<file path="src/rtl/clk_en_gen_if.sv">
// Divide-ratio update port: div_val/div_load valid-ready transfer plus a zero-value error pulse.
// The master drives the request; the generator answers with div_ready and div_err.
interface clk_en_gen_if #(
    parameter int DIV_WIDTH = 8
);
    logic [DIV_WIDTH-1:0] div_val;
    logic                 div_load;
    logic                 div_ready;
    logic                 div_err;

    modport master (
        output div_val,
        output div_load,
        input  div_ready,
        input  div_err
    );

    modport slave (
        input  div_val,
        input  div_load,
        output div_ready,
        output div_err
    );
endinterface

</file>
<file path="src/rtl/clk_en_gen.sv">
// Clock-enable generator: one-cycle tick every N cycles plus a registered ~50% divided clock.
// Outputs are flops aligned with the phase they describe; ratio updates are held until a period boundary.
module clk_en_gen #(
    parameter int DIV_WIDTH   = 8,
    parameter int DEFAULT_DIV = 4
) (
    input  logic         clk,
    input  logic         rst_n,
    input  logic         run,
    clk_en_gen_if.slave  cfg,
    output logic         tick,
    output logic         clk_out,
    output logic         busy
);

    typedef enum logic [1:0] {
        IDLE  = 2'd0,
        RUN   = 2'd1,
        DRAIN = 2'd2
    } state_t;

    state_t               state, state_nx;
    logic [DIV_WIDTH-1:0] phase, phase_nx;
    logic [DIV_WIDTH-1:0] div, div_nx;
    logic [DIV_WIDTH-1:0] pend_val, pend_val_nx;
    logic                 pend_vld, pend_vld_nx;
    logic                 err_nx;
    logic                 tick_nx, clk_out_nx;
    logic                 wrap, apply, accept, active_nx;
    logic [DIV_WIDTH:0]   half_nx;

    assign cfg.div_ready = ~pend_vld;

    always_comb begin
        state_nx    = state;
        phase_nx    = phase;
        div_nx      = div;
        pend_val_nx = pend_val;
        pend_vld_nx = pend_vld;
        err_nx      = 1'b0;
        apply       = 1'b0;
        wrap        = (phase == (div - DIV_WIDTH'(1)));

        case (state)
            IDLE: begin
                phase_nx = '0;
                apply    = 1'b1;
                if (run) state_nx = RUN;
            end
            RUN: begin
                phase_nx = wrap ? '0 : phase + DIV_WIDTH'(1);
                apply    = wrap;
                if (!run) state_nx = DRAIN;
            end
            DRAIN: begin
                phase_nx = wrap ? '0 : phase + DIV_WIDTH'(1);
                apply    = wrap;
                if (run)       state_nx = RUN;
                else if (wrap) state_nx = IDLE;
            end
            default: begin
                state_nx = IDLE;
                phase_nx = '0;
            end
        endcase

        if (apply && pend_vld) begin
            div_nx      = pend_val;
            pend_vld_nx = 1'b0;
        end

        // Accept needs an empty slot and apply needs a full one, so they never collide.
        accept = cfg.div_load && !pend_vld;
        if (accept) begin
            if (cfg.div_val == '0) begin
                err_nx = 1'b1;
            end else begin
                pend_vld_nx = 1'b1;
                pend_val_nx = cfg.div_val;
            end
        end

        active_nx  = (state_nx != IDLE);
        half_nx    = ({1'b0, div_nx} + (DIV_WIDTH+1)'(1)) >> 1;
        tick_nx    = active_nx && (phase_nx == '0);
        clk_out_nx = active_nx && ({1'b0, phase_nx} < half_nx);
    end

    always_ff @(posedge clk or negedge rst_n) begin
        if (!rst_n) begin
            state    <= IDLE;
            phase    <= '0;
            div      <= DIV_WIDTH'(DEFAULT_DIV);
            pend_val <= '0;
            pend_vld <= 1'b0;
            tick     <= 1'b0;
            clk_out  <= 1'b0;
            busy     <= 1'b0;
            cfg.div_err <= 1'b0;
        end else begin
            state    <= state_nx;
            phase    <= phase_nx;
            div      <= div_nx;
            pend_val <= pend_val_nx;
            pend_vld <= pend_vld_nx;
            tick     <= tick_nx;
            clk_out  <= clk_out_nx;
            busy     <= active_nx;
            cfg.div_err <= err_nx;
        end
    end

endmodule

</file>
<file path="src/flat_wrapper.sv">
// flat-port wrapper written by rule: the top's interface ports become plain ports
module clk_en_gen_flat 
#(
    parameter int DIV_WIDTH   = 8,
    parameter int DEFAULT_DIV = 4
)
  (clk, rst_n, run, tick, clk_out, busy, cfg_div_val, cfg_div_load, cfg_div_ready, cfg_div_err);
  clk_en_gen_if #(.DIV_WIDTH(DIV_WIDTH)) cfg_i ();
  input  logic clk;
  input  logic rst_n;
  input  logic run;
  output logic tick;
  output logic clk_out;
  output logic busy;
  input wire logic [$bits(cfg_i.div_val)-1:0] cfg_div_val;
  input wire logic [$bits(cfg_i.div_load)-1:0] cfg_div_load;
  output wire logic [$bits(cfg_i.div_ready)-1:0] cfg_div_ready;
  output wire logic [$bits(cfg_i.div_err)-1:0] cfg_div_err;
  assign cfg_i.div_val = cfg_div_val;
  assign cfg_i.div_load = cfg_div_load;
  assign cfg_div_ready = cfg_i.div_ready;
  assign cfg_div_err = cfg_i.div_err;
  clk_en_gen #(.DIV_WIDTH(DIV_WIDTH), .DEFAULT_DIV(DEFAULT_DIV)) u_core (.clk(clk), .rst_n(rst_n), .run(run), .cfg(cfg_i), .tick(tick), .clk_out(clk_out), .busy(busy));
endmodule
</file>
<file path="config.mk">
export PLATFORM = sky130hd
export DESIGN_NAME = clk_en_gen_flat
export DESIGN_NICKNAME = d
export VERILOG_FILES = /design/src/rtl/clk_en_gen_if.sv /design/src/rtl/clk_en_gen.sv /design/src/flat_wrapper.sv
export SDC_FILE = /design/constraint.sdc
export NUM_CORES = 1
export LEC_CHECK = 0
export ABC_CLOCK_PERIOD_IN_PS = 5400
export CAP_MARGIN = 30
export CELL_PAD_IN_SITES_DETAIL_PLACEMENT = 0
export CELL_PAD_IN_SITES_GLOBAL_PLACEMENT = 1
export CORE_MARGIN = 4
export CORE_UTILIZATION = 45
export CTS_CLUSTER_DIAMETER = 150
export DETAILED_ROUTE_END_ITERATION = 10
export HOLD_SLACK_MARGIN = 0.12
export MAX_ROUTING_LAYER = met4
export PLACE_DENSITY_LB_ADDON = 0.12
export SLEW_MARGIN = 10
export SYNTH_ARGS = -nofsm -noshare
export SYNTH_HDL_FRONTEND = slang
export SYNTH_SLANG_ARGS = --single-unit
</file>
<file path="constraint.sdc">
create_clock -name clk -period 5.4 [get_ports clk]
set_input_delay 0.54 -clock clk [delete_from_list [all_inputs] [get_ports clk]]
set_output_delay 0.54 -clock clk [all_outputs]
set_load 0.01 [all_outputs]
</file>
==> metrics.yaml, run 1 <==
post_cts_resize_count: 0
timing.rr.start: "u_core.div[0]"
p_leak_uw: 0.00102
grt_max_degree: 32
finalHoldViolCount: 0
worstPathArrival_ns: 4.97
synth_cell_types: 45
final_common_cell: "dfrtp_1"
clock-root-buffer: "clkbuf_8"
cts_made_buffers: 5
synth_enable_flop_cells: 0
die_w_um: 77.6
cts_num_sinks: 31
syn-num-nets: 246
final_antenna_net_count: 0
critPathCaptureType: "flop"
grt_use_met2_pct: 27.1
crit_buf_inv: 1
period_minus_slack_ns: 4.79
grt_use_met1_pct: 21.0
synth-async-reset-ratio_pct: 100
status: "completed"
coreArea_um2: 4690
pin_count: 17
layout_common_cells: "dfrtp_1 (30), nand3_1 (21), xnor2_1 (18), clkdlybuf4s50_1 (16), ha_1 (14)"
dieArea_um2: 6020
drt_iter0_drc: 75
comb_power_share_pct: 55.2
p_sw_share_pct: 43.9
grt-ovfl-total: 0
cp_max_fo: 13
synth-main-ff-cell: "dfrtp_1"
synth_xor_xnor_area_share_pct: 10.4
setup_viol: 0
totalWireLength_um: 4660
place_inst: 280
maxCapViolCount: 0
synth-warning-count: 0
rsz0062_at_grt: "no"
p_per_area_nw_per_um2: 600
clk_path_buf_depth: 2
cp-start-kind: "flop"
p_clk_share_pct: 12.4
cts_setup_buffers: 0
grt_first_pass_wirelength_um: 7910
synth_area_per_cell_um2: 9.91
synth.mux.area_fraction_pct: 9.53
vias_per_cell: 5.76
area_growth_pct: 12.1
startpoint: "u_core.div[0]"
fin_tns_setup_ns: 0
synth_adder_area_share_pct: 8.04
first_global_vias: 1645
yosysSeqAreaShare_pct: 35.6
synthSimpleGateAreaFrac_pct: 20.1
clk_pin_slew_ns: 0.06
cp_slowest_cell: "a2111oi_4"
fin_crit_sh_pct: 88.7
cp_slowest_stage_delay_ns: 0.46
hold_buffers: 0
port_buffers: 16
vdd_ir_drop_max_uv: 325
hold_path_class: "flop to flop"
synth_top_family_by_area: "simple AND/OR/NAND/NOR gates"
drv_slew: 0
gp_congestion: 0.837
rows: 25
power_uw: 1470
seqCellArea_um2: 777
grt_usage_pct: 16.7
dp_hpwl_um: 3580
finClkSkew_ns: 0.00574
clk_latency_ns: 0.28
max_slew_margin_pct: 67.8
crit_chain: "inv_1 -> ha_1 -> or3b_1 -> or3_4 -> a2111oi_4 -> a41oi_4 -> nor2_4 -> o21ai_0 -> ha_1 -> nor4b_1 -> nor3_1 -> ha_1 -> nor2b_1 -> o21ai_0 -> nand2b_1 -> a21oi_1 -> o21ai_0 -> a311oi_2"
die_h_um: 77.6
nets: 259
drt_first_pass_iters: 4
drive_gt1_share_pct: 12.4
drt-wirelength-per-cell_um: 16.2
cts_tree: "built"
final_cells: 287
p_sw_uw: 644
top_usage_layer: "met2"
via_count: 1652
fill_cells: 436
met3_usage_pct: 2.44
syn_area_um2: 2180
seq_power_share_pct: 32.5
start_util_pct: 46.5
ys_ff_latch: 31
cp.required_ns: 5.59
synth_compound_area_share_pct: 11.9
htree_levels: 2
antenna_found_initial: 0
hold_ws_ns: 0.487
multi_input_area_um2: 1310
antenna_cells: 0
crit_type: "flop to flop"
syn-instance-count: 220
worst_pin_slew_ns: 0.478
hp-start: "u_core.pend_vld"
fmaxAchievable_ghz: 0.209
path_delay_family: "simple AND/OR/NAND/NOR gates"
route.detailed.drc: 0
internal-power_uw: 822
[path summary, 6_finish.rpt]
kind                                           end  slack [ns]  cells after the start
worst max-delay path                u_core.clk_out        0.61                     18
worst min-delay path            u_core.cfg.div_err        0.49                      1
worst max register to register      u_core.clk_out        0.61                     18
worst min register to register  u_core.cfg.div_err        0.49                      1
max in group asynchronous            u_core.div[2]        4.41                      2
min in group asynchronous            u_core.div[3]        0.67                      2
[state kept, by name (all words and copies together), names as in the netlist]
register / cells
u_core.tick: 1
u_core.clk_out: 1
u_core.state: 2
u_core.cfg.div_err: 1
u_core.busy: 1
u_core.pend_val: 8
u_core.pend_vld: 1
u_core.phase: 8
u_core.div: 8
[final cells by class]
class / count / share of cell area, %
Clock buffer: 6 / 3.38
Clock inverter: 1 / 0.205
Inverter: 9 / 1.38
Multi-Input combinational cell: 169 / 53.6
Sequential cell: 31 / 31.8
Tap cell: 54 / 2.77
Timing Repair Buffer: 17 / 6.86
[power by group through the flow]
stage	Clock, µW	Sequential (µW)	Combinational, µW
after global placement	0	476	792
final	181	476	809
after detailed placement	0	479	809
after CTS	187	475	815
after global routing	201	493	896
after floorplan	0	406	697
[per-stage QoR]
stage	worst slack, ns	utilization [%]	area [µm²]
2_1_floorplan	0.944	-	2180
3_3_place_gp	0.749	50.2	2350
3_5_place_dp	0.618	50.2	2350
4_1_cts	0.591	52.1	2440
5_1_grt	0.184	52.1	2440
6_report	0.611	52.1	2440
[per-layer routing]
layer | vias to the layer above | wire, µm
li1 | 817 | -
met1 | 789 | 2200
met2 | 36 | 2210
met3 | 10 | 148
met4 | 0 | 102
met5 | - | 0
[logic make-up after synthesis]
family	count (synthesis)
compound gates	31
xor+xnor	26
fa+ha+maj	14
buf+inv	20
flops	31
mux	18
simple gates	80
[Yosys cell counts, drive strengths merged, types with 3 or more instances]
library cell / n / area, µm²
ha: 14 / 175
nand2: 6 / 22.5
inv: 9 / 33.8
mux2: 13 / 158
nor2: 14 / 60.1
nor3: 6 / 30.0
or3: 4 / 30.0
dfrtp: 30 / 751
nor4: 4 / 25.0
a21oi: 6 / 30.0
o21ai: 9 / 45.0
xnor2: 18 / 158
xor2: 8 / 70.1
and3: 7 / 43.8
clkbuf: 9 / 33.8
nand4: 3 / 18.8
nand2b: 6 / 37.5
mux2i: 5 / 50.1
nand3: 21 / 105
Note: power is estimated with default switching activity, not from simulation.
==> inputs of run 2 (changes only) <==
SLEW_MARGIN = 15   (was 10)
==> results of run 2 <==
The final DEF is identical to that of run 1; final timing and power are the same.
==> edit 1 (settings of run 1) <==
Encoding of `state_t`: now one-hot (3 bits for 3 states).
--- a/src/rtl/clk_en_gen.sv
+++ b/src/rtl/clk_en_gen.sv
@@ -13,10 +13,10 @@
     output logic         busy
 );
 
-    typedef enum logic [1:0] {
-        IDLE  = 2'd0,
-        RUN   = 2'd1,
-        DRAIN = 2'd2
+    typedef enum logic [2:0] {
+        IDLE  = 3'b001,
+        RUN   = 3'b010,
+        DRAIN = 3'b100
     } state_t;
 
     state_t               state, state_nx;
Formal check against the unedited RTL: no difference found for any inputs over 10 cycles, from zero or initial values and one cycle with rst_n low; not proved beyond that.
==> edit 1 against run 1 <==
- routed wire length decreased by 4.4%
- non-clock buffer count unchanged
- count of clock-buffer cells in the layout unchanged
- power decreased by 17%
- final area decreased by 2.5%
- largest cell class unchanged
- setup slack improved by 86 ps
- sequential cell count increased by 1
- clock skew about the same
- die area decreased by 1.8%
- sequential share of layout area increased by 1.9 points
- area after synthesis decreased by 2.0%
==> edit 1: results (changes against run 1) <==
clock latency on the worst-skew pair 280 ps (about the same); status finished, final reports clean; synthesized netlist net count 242 (-1.6%); initial antenna violation count 0 (unchanged); Hold WC Path Type reg2reg; adder-cell share of the synthesized area 0.0586 (-0.0218); Critical-path top delay cell o21ai_2; Post-Synth XOR/XNOR Area 0.107 (+0.00214); R2R depth 19 (+1); maximum number of pins on one net before global-route repair 33 (+3.1%); placed cell areas 2300 µm² (-2.2%); # resized after CTS 0 (unchanged); number of global-route vias before repair 1653 (+0.49%); clock skew 5.82 ps (+0.0784 ps); switching power total 498 µW (-23%); Mean Syn Cell Area 9.71 µm² (-2.0%); Hold Path Sink u_core.cfg.div_err$_DFF_PN0_; Max stage delay on crit path 740 ps (+280 ps); total CTS buffers 5 (unchanged); R2R setup slack 700 ps (+90 ps); peak supply drop 0.000227 V (-30%); Max clock buf depth 2 (unchanged); Hold WS 540 ps (+53.2 ps); hold path cells 1 (unchanged); placed cells 277 (-1.1%); hold path startpoint u_core.pend_vld$_DFF_PN0_; critical path's top delay family compound AO/OA/AOI/OAI gates; GRT Util Overall 0.171 (+0.00400); Yosys cell types 48 (+6.7%); main area contributors after synthesis dfrtp_1 35%, xnor2_1 6.2%, ha_1 5.9%; clock-pin slew on the worst setup and hold paths 70 ps; # DRC 0 (unchanged); hpwl dp 3.49 mm (-2.5%); vias 1591 (-3.7%); global-route wire length before repair 7.89 mm (-0.35%); Initial Util 0.477 (+0.0128); first-iteration detailed-routing DRC count 113 (+51%); Routed WL 4.45 mm (-4.4%); Main synth FF type dfrtp_1; Worst R2R Start u_core.div[0]$_DFF_PN0_; Via density 5.60 (-2.7%); most frequent cells after synthesis 30 x dfrtp_1, 20 x nor2_1, 15 x nand3_1, 15 x xnor2_1, 11 x xor2_1; CP arrival 4900 ps (-70 ps); Crit Path Max Fanout 21 (+8); mux share of post-synthesis cell area 0.0861 (-0.00918); Leakage Power 0.000993 µW (-3.0%); sequential element share of the synthesized area 0.376 (+0.0196); Nets 254 (-1.9%); share of cells above drive strength 1 0.142 (+0.0178); area fraction in compound gates after synthesis 0.114 (-0.00518); fillers 430 (-1.4%); Regs by FF count u_core.div (8), u_core.pend_val (8), u_core.phase (8); Worst-Margin Slew 943 ps (+465 ps); GP Congestion 0.797 (-4.8%); H-tree Lvls 2 (unchanged)
==> edit 1: logic make-up after synthesis <==
logic type | Yosys count
and+or+nand+nor | 83
AOI/OAI and AO/OA | 34
DFF | 32
xor gates and xnor gates | 26
buffers and inverters | 21
muxes | 14
adders and majority gates | 10
==> edit 1: worst max path at each step <==
stage,start,slack [ps],endpoint,cells past startpoint
detailed placement,u_core.div[0]$_DFF_PN0_,690,u_core.clk_out$_DFF_PN0_,19
CTS,u_core.div[0]$_DFF_PN0_,690,u_core.clk_out$_DFF_PN0_,19
global route,u_core.div[0]$_DFF_PN0_,240,u_core.clk_out$_DFF_PN0_,19
global placement,u_core.div[0]$_DFF_PN0_,850,u_core.clk_out$_DFF_PN0_,19
floorplan,u_core.div[0]$_DFF_PN0_,1450,u_core.clk_out$_DFF_PN0_,21
finish,u_core.div[0]$_DFF_PN0_,700,u_core.clk_out$_DFF_PN0_,19
==> edit 1: area by class of cell <==
class                           count  area (µm²)  share of cell area
Clock inverter                      1        5.00             0.00210
Clock buffer                        6        72.6              0.0305
Timing Repair Buffer               17         168              0.0704
Sequential cell                    32         803               0.337
Inverter                            9        33.8              0.0142
Multi-Input combinational cell    167        1230               0.518
Tap cell                           52        65.1              0.0273
==> edit 1: metal layers <==
layer  GRT usage  wire (µm)
met1       0.209       2060
met2       0.286       2220
met3      0.0328        128
met4      0.0489         44
met5           -          0
==> edit 1: through the flow <==
stage / power [µW] / worst slack (ps)
detailed placement: 1060 / 689
global placement: 1050 / 853
finish: 1220 / 696
global route: 1330 / 241
CTS: 1240 / 688
floorplan: 920 / 1450
==> edit 1: power by group through the flow <==
stage	registers [µW]	clock network (µW)	logic, µW
final	469	173	582
after detailed placement	475	0	589
after global placement	470	0	580
after floorplan	398	0	522
after global routing	488	191	655
after CTS	469	178	592
==> edit 2 (config.mk and constraints of run 1) <==
Made on the original files. `DIV_WIDTH` is set to 8 in 3 places; all go to 12.
--- a/src/rtl/clk_en_gen_if.sv
+++ b/src/rtl/clk_en_gen_if.sv
@@ -1,7 +1,7 @@
 // Divide-ratio update port: div_val/div_load valid-ready transfer plus a zero-value error pulse.
 // The master drives the request; the generator answers with div_ready and div_err.
 interface clk_en_gen_if #(
-    parameter int DIV_WIDTH = 8
+    parameter int DIV_WIDTH = 12
 );
     logic [DIV_WIDTH-1:0] div_val;
     logic                 div_load;
--- a/src/rtl/clk_en_gen.sv
+++ b/src/rtl/clk_en_gen.sv
@@ -1,7 +1,7 @@
 // Clock-enable generator: one-cycle tick every N cycles plus a registered ~50% divided clock.
 // Outputs are flops aligned with the phase they describe; ratio updates are held until a period boundary.
 module clk_en_gen #(
-    parameter int DIV_WIDTH   = 8,
+    parameter int DIV_WIDTH   = 12,
     parameter int DEFAULT_DIV = 4
 ) (
     input  logic         clk,
--- a/src/flat_wrapper.sv
+++ b/src/flat_wrapper.sv
@@ -1,7 +1,7 @@
 // flat-port wrapper written by rule: the top's interface ports become plain ports
 module clk_en_gen_flat 
 #(
-    parameter int DIV_WIDTH   = 8,
+    parameter int DIV_WIDTH   = 12,
     parameter int DEFAULT_DIV = 4
 )
   (clk, rst_n, run, tick, clk_out, busy, cfg_div_val, cfg_div_load, cfg_div_ready, cfg_div_err);
Ports: changed (resized cfg_div_val); port bits go from 17 to 21. No check against the original RTL was run, so the function may have changed too.
==> edit 2 against run 1 <==
- setup slack worse by 280 ps
- via count increased by 53%
- sequential power rose by 33%
- routed wire length increased by 61%
- clock power grew 67%
- combinational power grew 20%
- power up 30%
- final cell count rose by 56%
- non-clock buffer count is 13 higher
- area after synthesis increased by 43%
- final area up 45%
- global-route usage is 2.7 points higher
- sequential cell count grew 12
- critical path type unchanged
==> edit 2: results (changes against run 1) <==
clock power share 0.158 (+0.034); Hold WC Path Type in2async; global-route wire length before repair 12.5 mm (+58%); Async SR Flop Fraction 1.00 (unchanged); met2 Resource Use GR 0.297 (+0.0253); main area contributors after synthesis dfrtp_1 34%, xnor2_1 7.6%, ha_1 7.2%; total CTS buffers 5 (unchanged); first-iteration detailed-routing DRC count 183 (+140%); status finished, final reports clean; met3 usage 0.0282 (+0.00381); Critical-path top delay cell dfrtp_1; sequential element share of the synthesized area 0.346 (-0.0107); Regs by FF count u_core.div (12), u_core.pend_val (12), u_core.phase (12); vias 2520 (+53%); H-tree Lvls 2 (unchanged); clock latency on the worst-skew pair 300 ps (+20 ps); Post-CTS Setup Inserts 0 (unchanged); GRT Util Overall 0.194 (+0.0273); wire per inst 16.7 µm (+3.2%); # resized after CTS 0 (unchanged); met1 wire length 3.58 mm (+63%); share of cells above drive strength 1 0.122 (-0.00218); DR top layer met4; clock-pin slew on the worst setup and hold paths 90 ps (+30 ps); peak supply drop 0.000232 V (-29%); Comb group 973 µW (+20%); Nets 401 (+55%); synthesized netlist net count 387 (+57%); R2R depth 25 (+7); Port-buffer cells 20 (+4); WL met2 3.46 mm (+57%); Max stage delay on crit path 460 ps (about the same); Crit Path Max Fanout 7 (-6); GP Congestion 0.917 (+9.5%); Rel. slew slack 0.635 (-0.0431); Yosys cell types 46 (+2.2%); maximum number of pins on one net before global-route repair 24 (-25%); fillers 660 (+51%); root buffer cell clkbuf_8; clock skew 4.76 ps (-0.977 ps); met1 Use GR 0.262 (+0.0516); drt pass-1 iters 4 (unchanged); synth warn 0 (unchanged); most frequent cells after synthesis 42 x dfrtp_1, 38 x nor2_1, 33 x nand2_1; Leakage Power 0.00145 µW (+42%); Int Power 1090 µW (+33%); metal3 WL 304 µm (+110%); period utilisation layout 0.938 (+0.0514); critical path's top delay family compound AO/OA/AOI/OAI gates; hpwl dp 5.76 mm (+61%)
==> edit 2: area by class of cell <==
| cell class | count | area [µm²] | share of cell area |
|---|---|---|---|
| Clock buffer | 6 | 72.6 | 0.0205 |
| Multi-Input combinational cell | 277 | 1910 | 0.540 |
| Sequential cell | 43 | 1080 | 0.304 |
| Clock inverter | 2 | 60.1 | 0.0169 |
| Timing Repair Buffer | 30 | 283 | 0.0798 |
| Tap cell | 80 | 100 | 0.0282 |
| Inverter | 10 | 37.5 | 0.0106 |
==> edit 2: path summary, 6_finish.rpt <==
check	from	endpoint	slack (ps)
max	u_core.div[0]$_DFF_PN0_	u_core.clk_out$_DFF_PN0_	330
min	rst_n	u_core.div[9]$_DFF_PN0_	210
max reg2reg	u_core.div[0]$_DFF_PN0_	u_core.clk_out$_DFF_PN0_	330
min reg2reg	u_core.pend_vld$_DFF_PN0_	u_core.cfg.div_err$_DFF_PN0_	490
max in group asynchronous	rst_n	u_core.div[2]$_DFF_PN1_	4590
min in group clk	u_core.pend_vld$_DFF_PN0_	u_core.cfg.div_err$_DFF_PN0_	490
==> edit 2: per-stage QoR <==
stage               total power, µW  setup WS [ps]  std cells  utilization  instance area, µm²
floorplan                      1300            533        353            -                3120
global placement               1600            355        438        0.499                3370
detailed placement             1600            153        439        0.502                3390
CTS                            1910            104        447        0.522                3530
global route                   2070           1.69        448        0.524                3540
finish                         1910            333        448        0.524                3540
==> edit 2: logic make-up (layout without fill, tap and decap cells) <==
group                      after synthesis  in the layout  synth area share
adders and majority gates               18             18            0.0723
DFF                                     43             43             0.346
AOI/OAI and AO/OA                       53             53             0.115
and+or+nand+nor                        138            138             0.214
buffers and inverters                   33             48            0.0434
muxes                                   21             21            0.0771
xor gates and xnor gates                47             47             0.132
